## src/rtl/cordic_atanh.sv

```systemverilog
// Iterative hyperbolic CORDIC, vectoring mode: Z = atanh(X) for |X| <= LIMIT.
// One micro-rotation per clock, 18 steps with shifts 4 and 13 repeated.
//
// state  | meaning
// IDLE   | waiting for Start, no result held
// RUN    | one micro-rotation per cycle, cnt = step number 0..17
// ERANGE | out-of-range request, one settle cycle before FINISH
// FINISH | register Z / Err, raise Done
// DONE   | hold result until Rst or a new Start
module cordic_atanh #(
  parameter int WI  = 2,
  parameter int WF  = 16,
  parameter int WIO = 4,
  parameter int WFO = 16,
  parameter int G   = 4,
  parameter logic [WI+WF-1:0] LIMIT = 18'h0CCCC
) (
  input  logic                 Clk,
  input  logic                 Rst,
  input  logic                 Start,
  input  logic [WI+WF-1:0]     X,
  output logic [WIO+WFO-1:0]   Z,
  output logic                 Done,
  output logic                 Err
);

  localparam int WX    = WI + WF;
  localparam int WD    = WI + 1 + WF + G;
  localparam int WZ    = WIO + WFO + G;
  localparam int WO    = WIO + WFO;
  localparam int NSTEP = 18;

  localparam logic signed [WD-1:0] X_ONE  = {{WI{1'b0}}, 1'b1, {(WF+G){1'b0}}};
  localparam logic signed [WZ-1:0] Z_HALF = {{(WZ-G){1'b0}}, 1'b1, {(G-1){1'b0}}};
  localparam logic [WO-1:0]        Z_MAX  = {1'b0, {(WO-1){1'b1}}};
  localparam logic [WO-1:0]        Z_MIN  = {1'b1, {(WO-1){1'b0}}};

  typedef enum logic [2:0] {IDLE, RUN, ERANGE, FINISH, DONE} state_t;

  state_t state, state_nxt;

  logic [4:0]           cnt;
  logic signed [WD-1:0] x_r, y_r;
  logic signed [WZ-1:0] z_r;
  logic                 err_r, neg_r, zero_r;

  logic                 load, step, fin, clr;
  logic [WX:0]          x_sext, x_mag;
  logic                 range_bad;
  logic [4:0]           sh;
  logic signed [WD-1:0] x_shr, y_shr;
  logic signed [WZ-1:0] tab;
  logic [WO-1:0]        z_q;

  // Step number -> shift index: 1,2,3,4,4,5..13,13,14,15,16
  function automatic logic [4:0] shift_of(input logic [4:0] c);
    if (c < 5'd4)       shift_of = c + 5'd1;
    else if (c < 5'd14) shift_of = c;
    else                shift_of = c - 5'd1;
  endfunction

  // atanh(2^-i) rounded to 20 fraction bits
  function automatic logic signed [WZ-1:0] atanh_lut(input logic [4:0] i);
    case (i)
      5'd1:    atanh_lut = WZ'(24'h08C9F5);
      5'd2:    atanh_lut = WZ'(24'h04162C);
      5'd3:    atanh_lut = WZ'(24'h0202B1);
      5'd4:    atanh_lut = WZ'(24'h010056);
      5'd5:    atanh_lut = WZ'(24'h00800B);
      5'd6:    atanh_lut = WZ'(24'h004001);
      5'd7:    atanh_lut = WZ'(24'h002000);
      5'd8:    atanh_lut = WZ'(24'h001000);
      5'd9:    atanh_lut = WZ'(24'h000800);
      5'd10:   atanh_lut = WZ'(24'h000400);
      5'd11:   atanh_lut = WZ'(24'h000200);
      5'd12:   atanh_lut = WZ'(24'h000100);
      5'd13:   atanh_lut = WZ'(24'h000080);
      5'd14:   atanh_lut = WZ'(24'h000040);
      5'd15:   atanh_lut = WZ'(24'h000020);
      5'd16:   atanh_lut = WZ'(24'h000010);
      default: atanh_lut = '0;
    endcase
  endfunction

  // Range check on one extra bit so |0x20000| does not wrap back negative
  always_comb begin
    x_sext    = {X[WX-1], X};
    x_mag     = X[WX-1] ? (~x_sext + 1'b1) : x_sext;
    range_bad = (x_mag > {1'b0, LIMIT});
    sh        = shift_of(cnt);
    x_shr     = x_r >>> sh;
    y_shr     = y_r >>> sh;
    tab       = atanh_lut(sh);
    z_q       = WO'((z_r + Z_HALF) >>> G);
  end

  // State register
  always_ff @(posedge Clk) begin
    if (Rst) state <= IDLE;
    else     state <= state_nxt;
  end

  // Next-state and datapath strobes
  always_comb begin
    state_nxt = state;
    load      = 1'b0;
    step      = 1'b0;
    fin       = 1'b0;
    clr       = 1'b0;
    case (state)
      IDLE: begin
        if (Start) begin
          load      = 1'b1;
          state_nxt = range_bad ? ERANGE : RUN;
        end
      end
      RUN: begin
        step = 1'b1;
        if (cnt == 5'(NSTEP - 1)) state_nxt = FINISH;
      end
      ERANGE: state_nxt = FINISH;
      FINISH: begin
        fin       = 1'b1;
        state_nxt = DONE;
      end
      DONE: begin
        if (Start) begin
          clr       = 1'b1;
          load      = 1'b1;
          state_nxt = range_bad ? ERANGE : RUN;
        end
      end
      default: state_nxt = IDLE;
    endcase
  end

  // Datapath: operand load, micro-rotations, result register
  always_ff @(posedge Clk) begin
    if (Rst) begin
      cnt    <= '0;
      x_r    <= '0;
      y_r    <= '0;
      z_r    <= '0;
      err_r  <= 1'b0;
      neg_r  <= 1'b0;
      zero_r <= 1'b0;
      Z      <= '0;
      Done   <= 1'b0;
      Err    <= 1'b0;
    end else begin
      if (clr) begin
        Done <= 1'b0;
        Err  <= 1'b0;
      end
      if (load) begin
        x_r    <= X_ONE;
        y_r    <= {X[WX-1], X, {G{1'b0}}};
        z_r    <= '0;
        cnt    <= '0;
        err_r  <= range_bad;
        neg_r  <= X[WX-1];
        zero_r <= (X == '0);
      end
      if (step) begin
        cnt <= cnt + 5'd1;
        if (y_r[WD-1]) begin
          x_r <= x_r + y_shr;
          y_r <= y_r + x_shr;
          z_r <= z_r - tab;
        end else begin
          x_r <= x_r - y_shr;
          y_r <= y_r - x_shr;
          z_r <= z_r + tab;
        end
      end
      // The iteration ends one LSB low for X=0, so a zero input is
      // forced to an exact zero result.
      if (fin) begin
        Done <= 1'b1;
        Err  <= err_r;
        if (err_r)       Z <= neg_r ? Z_MIN : Z_MAX;
        else if (zero_r) Z <= '0;
        else             Z <= z_q;
      end
    end
  end

endmodule
```

## config.mk

```make
export PLATFORM = sky130hd
export DESIGN_NAME = cordic_atanh
export DESIGN_NICKNAME = d
export VERILOG_FILES = /design/src/rtl/cordic_atanh.sv
export SDC_FILE = /design/constraint.sdc
export NUM_CORES = 1
export LEC_CHECK = 0
export CAP_MARGIN = 20
export CORE_AREA = 4 4 212 214
export CTS_BUF_LIST = sky130_fd_sc_hd__clkbuf_16
export DETAILED_ROUTE_END_ITERATION = 7
export DIE_AREA = 0 0 216 218
export SYNTH_ARGS = -nofsm -noshare
export SYNTH_HDL_FRONTEND = slang
export SYNTH_SLANG_ARGS = --single-unit
```

## constraint.sdc

```tcl
create_clock -name Clk -period 7.75 [get_ports Clk]
set_input_delay 1.55 -clock Clk [delete_from_list [all_inputs] [get_ports Clk]]
set_output_delay 1.55 -clock Clk [all_outputs]
set_load 0.05 [all_outputs]
```

==> impl_metrics.yaml <==
global_routing:
  grt.busiest_layer: "met2"
  antenna_found_initial: 0
  use_met3_pct: 1.89
  grt_pass1_vias: 12030
  grt_use_met1_pct: 20.8
  grt_overflow: 0
  grt_util_all_layers_pct: 16.0
  grt_max_degree: 96
  grtUsageMet2_pct: 27.1
  grt_pass1_wl_um: 63200
final_layout:
  final_common_cell: "nor2_1"
  mostFrequentLayoutCells: "nor2_1 (213), nand2_1 (153), a21oi_1 (138)"
  area_delta_synth_final_pct: 9.60
  final_util_pct: 31.7
  drive_above_1_share_pct: 5.95
  final_nets: 1768
  antennaDiodeCount: 0
  finalNonFillerCells: 2250
cts:
  cts_resized: 0
  postCtsSetupRepairBufs: 0
  cts_htree_levels: 3
  path_clk_slew_ns: 0.08
  cts_tree: "yes"
  clock_path_buffers: 2
  cts_inserted_buffers: 9
  cts_hold_buf: 0
  clk_latency_ns: 0.37
  clock-root-buffer: "clkbuf_16"
  cts_num_sinks: 103
timing:
  finalClockSkew_ns: 0.0104
  timing.final.crit_share_pct: 92.0
  drv_slew: 0
  grt_setup_unrepaired: "no"
  min_period_ns: 7.13
  fmax_ghz: 0.140
  max_slew_margin_pct: 29.7
  hold_viol: 0
  setup_viol: 0
  setup_tns_ns: 0
  worst_pin_slew_ns: 1.05
synthesis:
  synth_top_cell_by_area: "dfxtp_1"
  ys_types: 96
  synth-compound-area-share_pct: 27.7
  synthMuxAreaShare_pct: 10.1
  netlist_area_mm2: 0.0124
  synth_xor_area_share_pct: 7.83
  synth_seq_area_share_pct: 16.6
  ys_ff_latch: 103
  async_flop_share_pct: 0
  ys.flop_type: "dfxtp_1"
  yosys.area_share.simple_pct: 23.4
  avgSynthCellArea_um2: 7.37
  synthCells: 1684
  syn-num-nets: 1792
  synth_top_area_share_pct: 16.6
  yosys-top-cells-area: "dfxtp_1 (17%), ha_1 (8.5%), mux2i_1 (8.1%), nor2_1 (6.5%), a21oi_1 (5.6%)"
  synth_top_family_by_area: "compound AO/OA/AOI/OAI gates"
  synth_edf_count: 0
  ys_warn_count: 0
  synthAdderAreaFrac_pct: 9.03
run:
  cap_violations: 0
worst_setup_path:
  crit_required_ns: 7.97
  end_kind: "register"
  r2r_cells: 25
  cp.arrival_ns: 7.35
  crit_type: "register to register"
  crit_path_start_kind: "register"
  crit_fanout: 60
die:
  die_h_um: 218
  die-area_mm2: 0.0471
  start_util_pct: 28.9
  io_pins: 43
  die_w_um: 216
  fp.coreArea_mm2: 0.0429
  rows: 76
routing:
  vias_per_cell: 5.65
  drc_errors: 0
  drtPass1Iterations: 5
  final_antenna_net_count: 0
  wirelength_um: 39200
  first_iter_violations: 1013
  vias: 12702
  wl_per_cell_um: 17.4
power_and_ir_drop:
  p_per_area_mw_per_mm2: 357
  ir_drop_mv: 0.148
  finalPower_mw: 4.86
  leakage_nw: 5.37
run_status:
  status: "completed"
placement:
  portBuffers: 42
  gp_congestion: 0.928
  hpwlAfterDp_um: 29200
  place_inst: 2234
min_path:
  min_path_cells: 2
  hold_path_class: "register to register"
[per-layer routing]
layer  up-vias  part of all wire [%]
met5         -                     0
met4         0                   4.2
met3        79                   4.7
met2       389                    47
met1      6022                    44
li1       6212                     -
[registers in the layout, indices dropped and copies added (netlist names)]
name    flops
z_r        24
x_r        23
y_r        23
Z          20
cnt         5
state       3
Done        1
Err         1
err_r       1
neg_r       1
zero_r      1
[where the power goes]
part	leakage [nW]	total [mW]	switching [mW]	internal (mW)
registers	0.839	0.791	0.175	0.616
logic	4.39	3.59	2.06	1.53
clock network	0.143	0.478	0.251	0.227
total	5.37	4.86	2.49	2.37
[area by class of cell]
cell class	count	area [um^2]
flip-flops and latches	103	2060
multi-input cells	1439	9740
repair buffers	69	633
fillers	4601	29300
clock buffers	9	225
clock inverters	7	66.3
well taps	585	732
inverters	38	143
[Yosys cell counts, types with 20 or more instances]
cell	instances
a31oi_1	33
nor2_1	214
nand2_1	153
xor2_1	41
a21oi_1	138
a21o_1	28
inv_1	38
dfxtp_1	103
a22oi_1	55
mux2i_1	101
ha_1	84
clkbuf_1	70
a211oi_1	20
nor3_1	65
nand3_1	49
xnor2_1	70
a311oi_1	20
o21ai_0	77
[worst max-delay path: stages (launching register included)]
cell	delay, ns
dfxtp_1	0.64
inv_1	0.09
ha_1	0.47
nor4_2	0.10
a221oi_4	0.25
buf_12	0.34
mux2i_1	0.26
mux2_2	0.34
mux2i_1	0.33
mux2i_1	0.14
a221o_1	0.37
ha_1	0.30
nor2_1	0.03
a21oi_1	0.22
ha_1	0.28
a21o_1	0.17
a21o_1	0.20
a2111oi_0	0.56
o31ai_1	0.20
o41ai_1	0.68
o21ai_0	0.29
a21o_1	0.23
a21oi_1	0.17
xnor2_1	0.08
a21oi_1	0.14
nor2_1	0.05
[cell families (layout without fill, tap and decap cells)]
group                      after synthesis  in the layout
adders and majority gates               88             88
and+or+nand+nor                        610            610
muxes                                  118            118
DFF                                    103            103
xor gates and xnor gates               111            111
AOI/OAI and AO/OA                      512            512
buffers and inverters                  142            123
[metrics by stage]
stage	setup WS, ns	instance area [um^2]	hold WS [ns]
finish	0.621	13600	0.485
global route	0.116	13600	0.516
CTS	0.689	13600	0.495
detailed placement	0.705	13300	0.476
global placement	0.847	13300	0.464
floorplan	1.57	12400	0.454
[final timing paths]
| check | startpoint | endpoint | slack [ns] |
|---|---|---|---|
| setup / recovery | cnt[0] | y_r[15] | 0.62 |
| setup reg to reg | cnt[0] | y_r[15] | 0.62 |
| hold / removal | z_r[0] | z_r[0] | 0.49 |
| hold reg to reg | z_r[0] | z_r[0] | 0.49 |
No activity file was read; power rests on OpenSTA's default activity.
